--- config.mk ---
export PLATFORM = sky130hd
export DESIGN_NAME = pipe_hazard_ctrl
export DESIGN_NICKNAME = d
export VERILOG_FILES = /design/src/rtl/pipe_hazard_ctrl.sv
export SDC_FILE = /design/constraint.sdc
export NUM_CORES = 1
export LEC_CHECK = 0
export BUFFER_PORTS_ARGS = -buffer_cell sky130_fd_sc_hd__buf_2
export CAP_MARGIN = 25
export CORE_MARGIN = 2
export CORE_UTILIZATION = 44
export DETAILED_ROUTE_END_ITERATION = 16
export HOLD_SLACK_MARGIN = 0.1
export PLACE_DENSITY = 0.84
export SLEW_MARGIN = 20
export SYNTH_ARGS = -nofsm -noshare
export SYNTH_HDL_FRONTEND = slang
export SYNTH_SLANG_ARGS = --single-unit
--- constraint.sdc ---
create_clock -name clk -period 2.7 [get_ports clk]
set_input_delay 0.675 -clock clk [delete_from_list [all_inputs] [get_ports clk]]
set_output_delay 0.675 -clock clk [all_outputs]
set_load 0.03 [all_outputs]
--- src/rtl/pipe_hazard_ctrl.sv ---
// pipe_hazard_ctrl: stall/flush sequencer for the 5-stage pipeline
// (load-use, branch redirect, multi-cycle MDU, data-memory wait watchdog).
module pipe_hazard_ctrl #(
   parameter int MUL_CYCLES = 4,
   parameter int DIV_CYCLES = 32,
   parameter int DM_TIMEOUT = 16
) (
   input  logic       clk,
   input  logic       rst_n,
   input  logic [4:0] ID_Rs,
   input  logic [4:0] ID_Rt,
   input  logic       ID_UsesRs,
   input  logic       ID_UsesRt,
   input  logic       ID_UsesHiLo,
   input  logic [4:0] EX_Rw,
   input  logic       EX_RfWr,
   input  logic       EX_IsLoad,
   input  logic       EX_BranchTaken,
   input  logic       EX_MduStart,
   input  logic       EX_MduIsDiv,
   input  logic       MEM_DmReq,
   input  logic       DmAck,
   output logic       PC_En,
   output logic       IF_ID_En,
   output logic       ID_EX_En,
   output logic       EX_MEM_En,
   output logic       MEM_WB_En,
   output logic       IF_ID_Flush,
   output logic       ID_EX_Flush,
   output logic       MEM_WB_Flush,
   output logic       MduBusy,
   output logic       MduDone,
   output logic       DmErr
);
   localparam int MAXC = (MUL_CYCLES > DIV_CYCLES) ? MUL_CYCLES : DIV_CYCLES;
   localparam int CW = (MAXC > 1) ? $clog2(MAXC) : 1;
   localparam int WW = $clog2(DM_TIMEOUT + 1);
   localparam logic [0:0] IDLE = 1'b0;
   localparam logic [0:0] BUSY = 1'b1;

   logic [0:0]    state;
   logic [CW-1:0] cnt;
   logic [WW-1:0] wd;
   logic          err;
   logic          idle, busy, loaduse, mdustall, pend, timeout, dmwait, stall;

   always_comb begin
      idle     = state == IDLE;
      busy     = state == BUSY;
      loaduse  = EX_IsLoad & EX_RfWr & (EX_Rw != 5'd0) &
                 ((ID_UsesRs & (ID_Rs == EX_Rw)) | (ID_UsesRt & (ID_Rt == EX_Rw)));
      mdustall = ID_UsesHiLo & (busy | (EX_MduStart & idle));
      pend     = MEM_DmReq & ~DmAck;
      timeout  = wd == WW'(DM_TIMEOUT);
      dmwait   = pend & ~timeout;
      stall    = loaduse | mdustall;
      // a taken branch squashes the stalled ID instruction, so it wins over stall
      PC_En        = rst_n & ~dmwait & (EX_BranchTaken | ~stall);
      IF_ID_En     = PC_En;
      ID_EX_En     = rst_n & ~dmwait;
      EX_MEM_En    = rst_n & ~dmwait;
      MEM_WB_En    = rst_n;
      IF_ID_Flush  = ~rst_n | (~dmwait & EX_BranchTaken);
      ID_EX_Flush  = ~rst_n | (~dmwait & (EX_BranchTaken | stall));
      MEM_WB_Flush = ~rst_n | dmwait;
      MduBusy      = rst_n & busy;
      MduDone      = rst_n & busy & (cnt == '0);
      DmErr        = err;
   end

   always_ff @(posedge clk) begin
      if (!rst_n) begin
         state <= IDLE;
         cnt   <= '0;
         wd    <= '0;
         err   <= 1'b0;
      end else begin
         // gating on EX_MEM_En keeps a frozen EX instruction from starting twice
         if (idle & EX_MduStart & EX_MEM_En) begin
            state <= BUSY;
            cnt   <= EX_MduIsDiv ? CW'(DIV_CYCLES - 1) : CW'(MUL_CYCLES - 1);
         end else if (busy) begin
            if (cnt == '0) state <= IDLE;
            else cnt <= cnt - 1'b1;
         end
         wd <= dmwait ? wd + 1'b1 : '0;
         if (timeout) err <= 1'b1;
      end
   end
endmodule

==> flow_summary.json <==
{
  "post_route_cells_drive_above_1_share_pct": 38.69,
  "vdd.ir_drop.worst_mv": 0.3106,
  "clock_tree_from_tritoncts": "yes",
  "asyncSetResetFlopFracSynth_pct": 0,
  "die-width_um": 46.26,
  "antenna_left": 0,
  "post-route-drc-count": 0,
  "register_to_register_path_depth": 6,
  "ys_types": 27,
  "root_buffer": "sky130_fd_sc_hd__clkbuf_4",
  "main_area_contributors_after_synthesis": "sky130_fd_sc_hd__dfxtp_1 31%, sky130_fd_sc_hd__xnor2_1 13%, sky130_fd_sc_hd__ha_1 6.4%",
  "first_global_vias": 699,
  "worst_hold_path.num_cells": 2,
  "detailedRoute.firstPassIterationCount": 4,
  "rsz0062_at_grt": "true",
  "critical_path.endpoint_type": "output pin",
  "setup.worst_path.start_class": "input port",
  "placed_cell_area_um2": 1031,
  "grt_overflow_total": 0,
  "largest_net_degree_at_the_start_of_global_routing": 8,
  "worst_r2r_startpoint": "wd[0]$_SDFF_PN0_",
  "hold_viol": 0,
  "cp_top_family": "simple AND/OR/NAND/NOR gates",
  "fp.coreArea_um2": 1708,
  "gp_congestion": 0.7747,
  "postSynth.topFlopCell": "sky130_fd_sc_hd__dfxtp_1",
  "max_stage_delay_ns": 0.54,
  "crit_required_ns": 2.03,
  "fin_crit_ns": 2.677,
  "final_cell_area_um2": 1110,
  "synth.largest_area_cell": "sky130_fd_sc_hd__dfxtp_1",
  "clock_sinks": 12,
  "powerDensity_nw_per_um2": 441.3,
  "tightest_pin_transition_ns": 0.3180,
  "post_cts_setup_driven_buffer_insertion_count": 0,
  "critical_path_arrival_ns": 2.00,
  "vias": 773,
  "grt_antenna_before_repair": 0,
  "timing.reg2reg.setup_slack_ns": 0.93,
  "num_io_pins": 38,
  "worst_hold_slack_ns": 0.4550,
  "yosys.area.top_type_share_pct": 30.57,
  "power.combinational.fraction_pct": 30.6,
  "critical_path.reg2reg.endpoint": "cnt[3]$_SDFFE_PN0P_",
  "slew-limit-headroom_pct": 78.80,
  "path_cells": "buf_6 -> or4_4 -> o211ai_4 -> nor2_2 -> a211oi_4 -> buf_6",
  "holdPathEnd": "DmErr$_SDFFE_PN0P_",
  "power_switching_share_pct": 30.27,
  "fmaxAchievable_mhz": 373.5,
  "insertion_delay_ns": 0.27,
  "post_synth.cell_area_avg_um2": 8.185,
  "place.port_buffers": 37,
  "ys_ff_latch": 12,
  "path_common_cell": "sky130_fd_sc_hd__buf_6",
  "power_switching_uw": 148.2,
  "postRouteWirelength_um": 1692,
  "critPathSlowestCell": "sky130_fd_sc_hd__or4_4",
  "min_period_over_period_pct": 99.15,
  "critPathKind": "in2out",
  "launch_instance_of_the_worst_min_delay_path": "DmErr$_SDFFE_PN0P_",
  "syn_nets": 127,
  "syn2layout_area_growth_pct": 41.24,
  "slew_violations": 0,
  "tritoncts.num_buffers": 3,
  "initial_standard_cell_utilization_of_the_core_pct": 46.01,
  "floorplan.rows": 15,
  "syn-cell-area_um2": 785.8,
  "synth_edf_count": 0,
  "result_of_the_run": "complete, no violations",
  "yosysSeqAreaShare_pct": 30.57,
  "clk_path_buf_depth": 2,
  "setup_tns_ns": 0,
  "grt_first_pass_wirelength_um": 2649,
  "die_y_um": 46.26,
  "critical_path.n_buffers_inverters": 2,
  "grtUsageTotal_pct": 16.85,
  "reg_power_share_pct": 40.4,
  "diodes": 0,
  "timing.critical_path.fanout_max": 2,
  "clkSlewWorstSetupHoldPaths_ns": 0.07,
  "total_number_of_nets_in_the_final_design": 169,
  "syn-instance-count": 96,
  "finClkSkew_ns": 0.002250,
  "first_iter_violations": 20,
  "ys.warnings.count": 0,
  "drv_cap": 0,
  "die-area_um2": 2140,
  "via_per_inst": 4.772,
  "power_report.internal_total_uw": 341.6,
  "clkPwrFrac_pct": 29.0,
  "dp_hpwl_um": 1425,
  "routedWlPerCell_um": 10.44,
  "total_leakage_power_nw": 0.4916,
  "h-tree-depth": 1,
  "setup_viol": 0,
  "timing.hold.worst.class": "reg2reg"
}
==> final cells by class <==
cell class                 instances  area, um2
fill                             142      598.1
clock buffer                       4      36.28
tap                               25      31.28
inverter                          10      37.54
sequential                        12      240.2
multi-input combinational         70      524.3
timing repair buffer              41      240.2
==> state kept, by name (all words and copies together) (netlist names) <==
signal and count:
cnt 5, DmErr 1, busy 1, wd 5
==> worst max path at each step <==
| stage | cells past startpoint | slack (ns) | start | endpoint |
|---|---|---|---|---|
| finish | 6 | 0.02 | EX_Rw[2] | IF_ID_En |
| global route | 6 | -0.01 | EX_Rw[2] | PC_En |
| CTS | 6 | -0.03 | EX_Rw[1] | IF_ID_En |
| detailed placement | 6 | -0.03 | EX_Rw[1] | IF_ID_En |
| global placement | 6 | 0.008 | EX_Rw[1] | PC_En |
| floorplan | 5 | -0.05 | EX_Rw[1] | PC_En |
==> per-layer routing <==
metal / up-vias / GRT usage (%) / routed length [um]
li1: 403 / - / -
met1: 344 / 19.48 / 758
met2: 22 / 28.61 / 824
met3: 4 / 7.451 / 92
met4: 0 / 3.429 / 16
met5: - / 0 / 0
==> stage by stage <==
step / power [mW] / std cells / setup WS (ns) / util (%)
2_1_floorplan: 0.2990 / 96 / -0.05056 / -
3_3_place_gp: 0.3395 / 158 / 0.007954 / 60.37
3_5_place_dp: 0.3440 / 158 / -0.02745 / 60.37
4_1_cts: 0.4860 / 162 / -0.02858 / 62.49
5_1_grt: 0.5164 / 162 / -0.01254 / 64.98
6_report: 0.4898 / 162 / 0.02292 / 64.98
==> cell usage in the layout, fill, tap and decap left out, types with 2 or more instances in the layout <==
cell type,instances
sky130_fd_sc_hd__buf_4,4
sky130_fd_sc_hd__buf_6,4
sky130_fd_sc_hd__o21ai_1,2
sky130_fd_sc_hd__nand4_1,2
sky130_fd_sc_hd__nor2_1,8
sky130_fd_sc_hd__buf_2,33
sky130_fd_sc_hd__inv_1,10
sky130_fd_sc_hd__clkbuf_4,3
sky130_fd_sc_hd__nor3_1,2
sky130_fd_sc_hd__dfxtp_1,12
sky130_fd_sc_hd__a21oi_1,7
sky130_fd_sc_hd__nand2_1,8
sky130_fd_sc_hd__ha_1,4
sky130_fd_sc_hd__xor2_1,4
sky130_fd_sc_hd__xnor2_1,12
sky130_fd_sc_hd__nand3_1,5
==> kinds of logic (layout without fill, tap and decap cells) <==
kind of cell / count (synthesis) / count (layout) / share of synthesized area (%)
adders and majority gates: 4 / 4 / 6.370
DFF: 12 / 12 / 30.57
muxes: 2 / 2 / 2.707
xor gates and xnor gates: 16 / 16 / 17.83
buffers and inverters: 14 / 55 / 8.280
and+or+nand+nor: 30 / 30 / 19.11
AOI/OAI and AO/OA: 18 / 18 / 15.13
==> cell usage after synthesis (2+ instances only) <==
master                     instances
sky130_fd_sc_hd__a211oi_1          2
sky130_fd_sc_hd__a21oi_1           8
sky130_fd_sc_hd__buf_4             3
sky130_fd_sc_hd__dfxtp_1          12
sky130_fd_sc_hd__ha_1              4
sky130_fd_sc_hd__inv_1            10
sky130_fd_sc_hd__nand2_1           8
sky130_fd_sc_hd__nand3_1           5
sky130_fd_sc_hd__nand4_1           2
sky130_fd_sc_hd__nor2_1            9
sky130_fd_sc_hd__nor3_1            2
sky130_fd_sc_hd__o21ai_1           2
sky130_fd_sc_hd__xnor2_1          12
sky130_fd_sc_hd__xor2_1            4
==> power by group through the flow <==
stage          Combinational (mW)  Clock [mW]  Sequential [mW]
2_1_floorplan              0.0994           0            0.200
3_3_place_gp                0.138           0            0.201
3_5_place_dp                0.142           0            0.202
4_1_cts                     0.143       0.146            0.198
5_1_grt                     0.165       0.153            0.199
6_report                    0.150       0.142            0.198
==> tightest hold or removal path, cell delays in order (launching register included) <==
cell and delay, ns:
sky130_fd_sc_hd__dfxtp_1 0.31, sky130_fd_sc_hd__inv_1 0.05, sky130_fd_sc_hd__a21oi_1 0.05
==> timing repair <==
item | CTS | global route
pin swaps | 0 | 4
gates resized for setup | 0 | 11
hold buffers | 0 | 0
setup endpoints to repair | 2 | 3
No activity file was read; power rests on OpenSTA's default activity.
